**config.mk**
```make
export PLATFORM = sky130hd
export DESIGN_NAME = mem_port_arbiter
export DESIGN_NICKNAME = d
export VERILOG_FILES = /design/src/rtl/mem_port_arbiter.sv
export SDC_FILE = /design/constraint.sdc
export NUM_CORES = 1
export LEC_CHECK = 0
export CAP_MARGIN = 20
export CORE_ASPECT_RATIO = 0.9
export CORE_MARGIN = 4
export CORE_UTILIZATION = 42
export CTS_BUF_LIST = sky130_fd_sc_hd__clkbuf_4
export DETAILED_ROUTE_END_ITERATION = 10
export PLACE_DENSITY = 0.91
export SLEW_MARGIN = 10
export SYNTH_ARGS = -nofsm -noshare
export SYNTH_HDL_FRONTEND = slang
export SYNTH_SLANG_ARGS = --single-unit
```
**constraint.sdc**
```tcl
create_clock -name clk -period 2.3 [get_ports clk]
set_input_delay 0.345 -clock clk [delete_from_list [all_inputs] [get_ports clk]]
set_output_delay 0.345 -clock clk [all_outputs]
set_load 0.005 [all_outputs]
```
**src/rtl/mem_port_arbiter.sv**
```systemverilog
// Host/CPU arbiter for the shared single-port memory: registered commands, tagged read return, bounded host runs.
// Optional burst lock enabled by defining MEM_ARB_HOST_LOCK_EN.
`timescale 1ns/1ps
module mem_port_arbiter #(
    parameter int DATA_SIZE    = 16,
    parameter int ADDR_SIZE    = 5,
    parameter int MAX_HOST_RUN = 4
) (
    input  logic                 clk,
    input  logic                 rstn,
    input  logic                 h_req,
    input  logic                 h_we,
    input  logic                 h_lock,
    input  logic [ADDR_SIZE-1:0] h_addr,
    input  logic [DATA_SIZE-1:0] h_wdata,
    output logic                 h_gnt,
    output logic                 h_rvalid,
    input  logic                 c_req,
    input  logic                 c_we,
    input  logic [ADDR_SIZE-1:0] c_addr,
    input  logic [DATA_SIZE-1:0] c_wdata,
    output logic                 c_gnt,
    output logic                 c_rvalid,
    output logic                 cpu_stall,
    output logic                 m_en,
    output logic                 m_we,
    output logic [ADDR_SIZE-1:0] m_addr,
    output logic [DATA_SIZE-1:0] m_wdata,
    input  logic [DATA_SIZE-1:0] m_rdata,
    output logic [DATA_SIZE-1:0] rdata
);

    typedef enum logic [1:0] {ST_IDLE, ST_HOST, ST_CPU, ST_LOCK} state_t;

    localparam logic [3:0] MAX_RUN    = 4'(MAX_HOST_RUN);
    localparam int         TAG_STAGES = 2;
`ifdef MEM_ARB_HOST_LOCK_EN
    localparam logic LOCK_EN = 1'b1;
`else
    localparam logic LOCK_EN = 1'b0;
`endif

    state_t     state_reg, state_next;
    logic [3:0] run_cnt_reg, run_cnt_next;
    logic       lock_req;

    // With the lock compiled out h_lock folds to zero, so LOCK can never be entered.
    assign lock_req = h_lock & LOCK_EN;

    always_ff @(posedge clk or posedge rstn) begin
        if (rstn) begin
            state_reg   <= ST_IDLE;
            run_cnt_reg <= 4'd0;
        end else begin
            state_reg   <= state_next;
            run_cnt_reg <= run_cnt_next;
        end
    end

    always_comb begin
        state_next   = ST_IDLE;
        run_cnt_next = run_cnt_reg;
        if (state_reg == ST_LOCK) begin
            state_next = lock_req ? ST_LOCK : ST_IDLE;
        end else begin
            if (h_gnt)
                state_next = lock_req ? ST_LOCK : ST_HOST;
            else if (c_gnt)
                state_next = ST_CPU;
            if (!c_req || c_gnt)
                run_cnt_next = 4'd0;
            else if (h_gnt && run_cnt_reg != MAX_RUN)
                run_cnt_next = run_cnt_reg + 4'd1;
        end
    end

    // Host has priority until it has used up its run while the CPU waits.
    always_comb begin
        h_gnt = 1'b0;
        c_gnt = 1'b0;
        if (state_reg == ST_LOCK)
            h_gnt = h_req;
        else if (c_req && (!h_req || run_cnt_reg == MAX_RUN))
            c_gnt = 1'b1;
        else
            h_gnt = h_req;
    end

    assign cpu_stall = c_req & ~c_gnt;

    always_ff @(posedge clk or posedge rstn) begin
        if (rstn) begin
            m_en    <= 1'b0;
            m_we    <= 1'b0;
            m_addr  <= '0;
            m_wdata <= '0;
        end else begin
            m_en <= h_gnt | c_gnt;
            m_we <= (h_gnt & h_we) | (c_gnt & c_we);
            if (h_gnt) begin
                m_addr  <= h_addr;
                m_wdata <= h_wdata;
            end else if (c_gnt) begin
                m_addr  <= c_addr;
                m_wdata <= c_wdata;
            end
        end
    end

    // Read-return tag follows the command so it lines up with m_rdata.
    for (genvar gi = 0; gi < TAG_STAGES; gi++) begin : g_tag
        logic valid_in, host_in;
        logic valid_reg, host_reg;
        if (gi == 0) begin : g_head
            assign valid_in = (h_gnt & ~h_we) | (c_gnt & ~c_we);
            assign host_in  = h_gnt;
        end else begin : g_body
            assign valid_in = g_tag[gi-1].valid_reg;
            assign host_in  = g_tag[gi-1].host_reg;
        end
        always_ff @(posedge clk or posedge rstn) begin
            if (rstn) begin
                valid_reg <= 1'b0;
                host_reg  <= 1'b0;
            end else begin
                valid_reg <= valid_in;
                host_reg  <= host_in;
            end
        end
    end

    assign h_rvalid = g_tag[TAG_STAGES-1].valid_reg &  g_tag[TAG_STAGES-1].host_reg;
    assign c_rvalid = g_tag[TAG_STAGES-1].valid_reg & ~g_tag[TAG_STAGES-1].host_reg;
    assign rdata    = m_rdata;

endmodule

```
# Word-level counts from Yosys, hierarchy flattened
# Index checks and enable logic that the tools add are counted.
# word_totals
ff_bits	33
in_bits	65
output_inout_bits	44
word_cells	51
# op_classes
n_addsub	1
eq_ne	3
mux	13
bitwise_logic	15
reduce_logical	9
# ops
operator	n
2-to-1 mux 16 bit	2
2-to-1 mux 5 bit	2
2-to-1 mux 4 bit	2
AND 1 bit	7
2-to-1 mux 2 bit	3
inverter 1 bit	5
adder 4 x 1 -> 4 bit (second input constant)	1
== test 4 x 3 -> 1 bit (second input constant)	1
2-to-1 mux 1 bit	4
inequality test 4 x 3 -> 1 bit (second input constant)	1
nonzero test 2 bit	2
bitwise OR 1 bit	3
== test 2 bit (second input constant)	1
logical AND 1 bit	2
logical NOT 1 bit	2
logical OR 1 bit	2
AND reduction 2 bit	1

# Logic depth before layout (Yosys ltp)
# Gate-level depths: netlist of the first run.
# depth
depth_word	8
mapped_depth	6
ltp_nobuf	6

# Least setup slack after synthesis of the first run
# Ideal clock, no wire load.
# synth_path
kind	register to output
startpoint	register run_cnt_reg[0]
endpoint	output cpu_stall
arrival_time_ps	1168
required_time_ps	1955
slack_ps	787
path_stages_with_launch	6
path_buffers	0
cell_sequence	dfrtp_1 -> inv_1 -> ha_1 -> nand3b_1 -> a21oi_1 -> nor2b_1
# synth_via
elab_chain_len	7
# synth_rtl
item	line	source
from (decl)	44	logic [3:0] run_cnt_reg, run_cnt_next;
from (signal assigned)	56	run_cnt_reg <= run_cnt_next;
== test 4 x 3 -> 1 bit	83	else if (c_req && (!h_req || run_cnt_reg == MAX_RUN))
logical OR 1 bit	83	
logical AND 1 bit	83	
2-to-1 mux 1 bit	83	
2-to-1 mux 1 bit	81	if (state_reg == ST_LOCK)
via c_gnt	22	output logic c_gnt,
inverter 1 bit	89	assign cpu_stall = c_req & ~c_gnt;
AND 1 bit	89	
to (decl)	24	output logic cpu_stall,
# The timed path passes the listed nets, and every way through them passes these cells.

# Worst setup path in the final report of the first run
# layout_path
startpoint	register run_cnt_reg[0]
endpoint	output h_gnt
# layout_via
elab_chain_len	5
# layout_rtl
item	line	source
== test 4 x 3 -> 1 bit	83	
logical OR 1 bit	83	
logical AND 1 bit	83	
2-to-1 mux 1 bit	83	
2-to-1 mux 1 bit	81	
to (decl)	16	output logic h_gnt,
# No other way between the ends.

==> results.txt, run 1 <==
status: finished, final reports clean
# rows: 22
maxcap violations: 0
post-DP HPWL: 3.30 mm
global route hottest layer: met2
area added between synthesis and finish: 42.6%
final-stage net count: 294
FF-to-FF setup slack: 540 ps
vias in the first global route: 1608
Ports: 109
most numerous cell in the Yosys netlist: dfrtp_1
crit path cell chain: inv_1 > ha_1 > nand3b_1 > o21ai_2 > inv_2 > dlymetal6s2s_1
synth warn: 0
Die Span Y: 71.3 µm
global-route wire length before repair: 7.78 mm
hold path endpoint: g_tag[1].valid_reg$_DFF_PP0_
Crit Path Category: reg2out
fin crit period: 1930 ps
GRT Total Usage: 17.6%
die area: 5590 µm²
Antenna Nets Post-Route: 0
Post-synth ARST share: 100%
post-synth cell types: 30
largest net degree at the start of global routing: 37
mean area per synthesized cell: 11.7 µm²
Slew Viols, Final: 0
Clk pin slew, worst setup/hold paths: 110 ps
Initial Utilization: 44.7%
Post-Syn Area: 1870 µm²
arrival time of the worst setup path: 1590 ps
First DRT Iteration DRCs: 49
slowest CP cell: dfrtp_1
delay-heaviest family, CP: flip-flops
Area contributors post-synth: dfrtp_1, mux2_2, o221a_2, or3_1, buf_4
clock power share: 23.0%
clk_lat worst skew: 330 ps
#FFs+latches synth: 33
met1 usage: 22.1%
static leakage: 1.09 nW
drt first pass iters: 3
Vias/cell: 5.28
R2R cell count: 7
Routability Congestion: 0.733
post-synth top area share: 44.1%
final setup violating endpoints: 0
Hold Crit Class: reg2reg
period utilization: 84.0%
total number of vias: 1520
WL final: 4.69 mm
clk_skew: 16.4 ps
Cell Int Power: 0.983 mW
Critical Path RT: 1960 ps
Post-synth EDFFs: 0
Startpoint Class: flop
CP bufs+invs: 3
CTS buffer count: 5
combinational share of power: 27.6%
crit path max fanout: 4
final total power: 1.32 mW
clock root cell: clkbuf_4
Port-buffer cells: 75
Critical R2R Capture: m_wdata[6]$_DFFE_PP0P_
Slew headroom: 71.6%
peak supply drop: 0.231 mV
RSZ-0062 raised after global routing: no
DRC: 0
CTS Hold Bufs: 0
Critical Path End Type: output port
setup_tns: 0 ps
post-layout util: 63.8%
Largest stage delay, worst path: 430 ps
PD cells: 495 nW/µm²
Final Hold Viols: 0
ANT cells: 0
Gate Count Post-Synth: 160
RR Startpoint: run_cnt_reg[0]$_DFFE_PP0P_
DP Cell Count: 278
layout cells sized above 1: 25.9%
CTS tree: built
min-delay src: g_tag[0].valid_reg$_DFF_PP0_
Flop pwr share: 49.4%
largest area contributor in the netlist: dfrtp_1
sw frac: 25.7%
synth cell count leaders: dfrtp_1, or3_1, buf_4
Psw: 0.340 mW
initial antenna violation count: 0
Largest register FFs: 16
prevailing post-synth register cell: dfrtp_1
worst hold path depth: 0
Layout Cells excl Fill: 288
M3 GR Usage: 6.41%
wire length per cell: 16.3 µm
CTS max path bufs: 2
clock sink total: 33
met2 Use GR: 28.3%
worst slew pin tran: 426 ps
register area share after synthesis: 44.1%
Highest Clock Rate: 517 MHz
Die W: 78.4 µm
Post-Syn Nets: 227
H-tree depth: 2
core footprint: 4180 µm²
GRT Residual Overflow: 0
[worst max-delay path by stage]
stage / from / to / slack (ps) / depth (start not counted)
2_1_floorplan: run_cnt_reg[0]$_DFFE_PP0P_ / cpu_stall / 790 / 5
3_3_place_gp: c_req / c_gnt / 130 / 4
3_5_place_dp: c_req / c_gnt / 110 / 4
4_1_cts: run_cnt_reg[0]$_DFFE_PP0P_ / cpu_stall / 9 / 6
5_1_grt: run_cnt_reg[0]$_DFFE_PP0P_ / h_gnt / 200 / 6
6_report: run_cnt_reg[0]$_DFFE_PP0P_ / h_gnt / 370 / 6
[metrics by stage]
step	hold slack [ps]	setup WS (ps)	area (µm²)
2_1_floorplan	331	787	1870
3_3_place_gp	335	128	2590
3_5_place_dp	336	111	2590
4_1_cts	359	9.39	2650
5_1_grt	386	196	2670
6_report	369	368	2670
[kinds of logic (layout without fill, tap and decap cells)]
kind of cell	after synthesis	count (layout)	synth area share, %
AND/OR/NAND/NOR	37	37	12.0
AO/OA/AOI/OAI	35	35	18.2
flip-flops	33	33	44.1
buffers and inverters	32	100	10.6
multiplexers	21	21	13.8
adder cells (fa/ha/maj)	2	2	1.34
[power by group through the flow]
stage | Clock, mW | Sequential [mW] | Combinational [mW]
floorplan | 0 | 0.666 | 0.176
global placement | 0 | 0.665 | 0.356
detailed placement | 0 | 0.665 | 0.366
CTS | 0.316 | 0.654 | 0.368
global route | 0.355 | 0.662 | 0.394
finish | 0.304 | 0.654 | 0.366
[timing repair]
item	4_1_cts	5_1_grt
setup endpoints to repair	2	3
hold endpoints to repair	0	0
gates resized for setup	1	4
setup buffers	0	2
pin swaps	0	2
[cell usage in the layout (no fill, tap or decap), types with 3 or more instances in the layout]
cell type	count
nand2_1	4
mux2_2	15
or3_1	21
o221a_1	6
clkdlybuf4s50_1	72
dlymetal6s2s_1	3
buf_4	12
o2bb2ai_1	3
dfrtp_1	33
o221a_2	15
inv_1	4
mux2_4	6
clkbuf_4	5
[worst reg2reg max path: cells and delay by family, from the launching register on]
kind	cells	cell delay (ps)
buffers and inverters	3	430
AND/OR/NAND/NOR	2	490
adder cells (fa/ha/maj)	1	150
flip-flops	1	430
AO/OA/AOI/OAI	1	130
[cell type report]
class | instances | area, µm²
fillers | 343 | 1510
inverters | 5 | 18.8
well taps | 60 | 75.1
flip-flops and latches | 33 | 826
clock inverters | 3 | 12.5
clock buffers | 5 | 37.5
multi-input cells | 95 | 852
repair buffers | 87 | 848
[routing by layer]
layer / up-vias / share of wire (%)
met4: 0 / 1.7
li1: 724 / -
met1: 725 / 45
met3: 12 / 7.6
met5: - / 0
met2: 59 / 45
Power figures use the tool's default switching activity.
==> run 2, diff against run 1 <==
--- a/config.mk
+++ b/config.mk
@@ -8,10 +8,10 @@
 export CAP_MARGIN = 20
 export CORE_ASPECT_RATIO = 0.9
 export CORE_MARGIN = 4
-export CORE_UTILIZATION = 42
+export CORE_UTILIZATION = 35
 export CTS_BUF_LIST = sky130_fd_sc_hd__clkbuf_4
 export DETAILED_ROUTE_END_ITERATION = 10
-export PLACE_DENSITY = 0.91
+export PLACE_DENSITY = 0.81
 export SLEW_MARGIN = 10
 export SYNTH_ARGS = -nofsm -noshare
 export SYNTH_HDL_FRONTEND = slang
==> constraint.sdc (replaced) <==
create_clock -name clk -period 1.7 [get_ports clk]
set_input_delay 0.255 -clock clk [delete_from_list [all_inputs] [get_ports clk]]
set_output_delay 0.255 -clock clk [all_outputs]
set_load 0.005 [all_outputs]
==> run 2 against run 1 <==
Effect of this change:
- the flow now finishes with violations (negative setup slack)
- sequential share of layout area shrank 2.3 points
- non-clock buffer count increased by 16
- sequential power up 35%
- global-route usage decreased by 2.5 points
- clock power up 140%
- total power is 63% higher
- critical path type unchanged
==> results.txt, run 2 (same netlist as run 1, synthesis figures left out) <==
most frequent CP cell: buf_6
Die W: 85.1 µm
crit path max fanout: 2
final setup violating endpoints: 3
initial antenna violation count: 0
Largest stage delay, worst path: 400 ps
Critical Path End Type: output port
Port-buffer cells: 75
Highest Clock Rate: 563 MHz
CTS buffer count: 5
slowest CP cell: dfrtp_1
Ports: 109
clk_skew: 8.19 ps
WL final: 4.99 mm
final total power: 2.16 mW
GRT Residual Overflow: 0
Critical R2R Capture: m_we$_DFF_PP0_
Antenna Nets Post-Route: 0
worst slew pin tran: 426 ps
Crit Path Category: reg2out
Largest register FFs: 16
commonest non-fill, non-tap cell in the layout: clkdlybuf4s50_1
status: finished, violations left
CTS max path bufs: 2
global-route wire length before repair: 8.22 mm
failing checks: negative setup slack
RR Startpoint: run_cnt_reg[1]$_DFFE_PP0P_
total number of vias: 1594
final worst slack: -76.6 ps
GRT Total Usage: 15.1%
Slew headroom: 71.6%
CTS Hold Bufs: 0
drt first pass iters: 4
crit path cell chain: inv_2 > ha_4 > nand3b_1 > buf_4 > a21oi_4 > buf_6 > buf_6
Routability Congestion: 0.746
layout cells sized above 1: 34.4%
# rows: 24
wire length per cell: 16.1 µm
fin crit period: 1780 ps
Critical Path RT: 1440 ps
post-DP HPWL: 3.53 mm
clock root cell: clkbuf_4
static leakage: 1.17 nW
vias in the first global route: 1686
period utilization: 105%
RSZ-0062 raised after global routing: yes
die area: 6580 µm²
dpl ws: -328 ps
Hold Crit Class: in2async
most frequent cells in the layout: clkdlybuf4s50_1, dfrtp_1, buf_4, or3_1
Die Span Y: 77.4 µm
Initial Utilization: 37.3%
ANT cells: 0
H-tree depth: 2
peak supply drop: 0.423 mV
area added between synthesis and finish: 53.9%
First DRT Iteration DRCs: 58
final-stage net count: 310
Clk pin slew, worst setup/hold paths: 110 ps
Vias/cell: 5.16
CTS tree: built
clk_lat worst skew: 330 ps
Startpoint Class: flop
delay-heaviest family, CP: buffers and inverters
Final Hold Viols: 0
Slew Viols, Final: 0
post-layout util: 57.4%
maxcap violations: 0
clock sink total: 33
DP Area: 2670 µm²
arrival time of the worst setup path: 1520 ps
R2R cell count: 10
DRC: 0
CP bufs+invs: 4
largest net degree at the start of global routing: 34
setup_tns: -213 ps
FF-to-FF setup slack: 10 ps
finished layout cell area: 2880 µm²
PD cells: 748 nW/µm²
core footprint: 5010 µm²
## run 2: how the worst max path moves through the flow
stage / start / endpoint / slack [ps] / depth (start not counted)
after floorplan: state_reg[1]$_DFF_PP0_ / m_wdata[4]$_DFFE_PP0P_ / 190 / 5
after CTS: run_cnt_reg[1]$_DFFE_PP0P_ / h_gnt / -90 / 7
after global placement: c_req / c_gnt / -310 / 4
after detailed placement: c_req / c_gnt / -330 / 4
final: run_cnt_reg[1]$_DFFE_PP0P_ / c_gnt / -80 / 7
after global routing: run_cnt_reg[1]$_DFFE_PP0P_ / c_gnt / -160 / 7
## run 2: routing by layer
metal / share of wire (%) / wire length, µm / GRT usage, %
met1: 46 / 2300 / 20.8
met2: 46 / 2270 / 23.2
met3: 7.5 / 372 / 4.77
met4: 0.86 / 43 / 3.48
met5: 0 / 0 / 0
## run 2: worst min-delay path, cell delays in order
cell and delay (ps):
clkdlybuf4s50_1 390, inv_1 50, buf_4 380
## run 2: area by class of cell
class	count	area, µm²
clock buffers	5	37.5
clock inverters	3	65.1
fillers	440	2130
inverters	5	18.8
multi-input cells	95	885
flip-flops and latches	33	826
well taps	65	81.3
repair buffers	103	967
## run 2: repair_timing
item,in CTS,in global routing
setup buffers,9,2
gates resized for setup,19,8
pin swaps,4,2
endpoints found under the setup margin,3,25
## run 2: per-stage QoR
stage,hold slack [ps],std cells
after detailed placement,339,292
after global routing,331,309
after global placement,335,292
final,306,309
after CTS,313,308
after floorplan,331,160
## run 2: power breakdown
part | switching [mW] | internal [mW]
logic | 0.175 | 0.360
clock network | 0.279 | 0.455
registers | 0.0363 | 0.850
total | 0.490 | 1.66
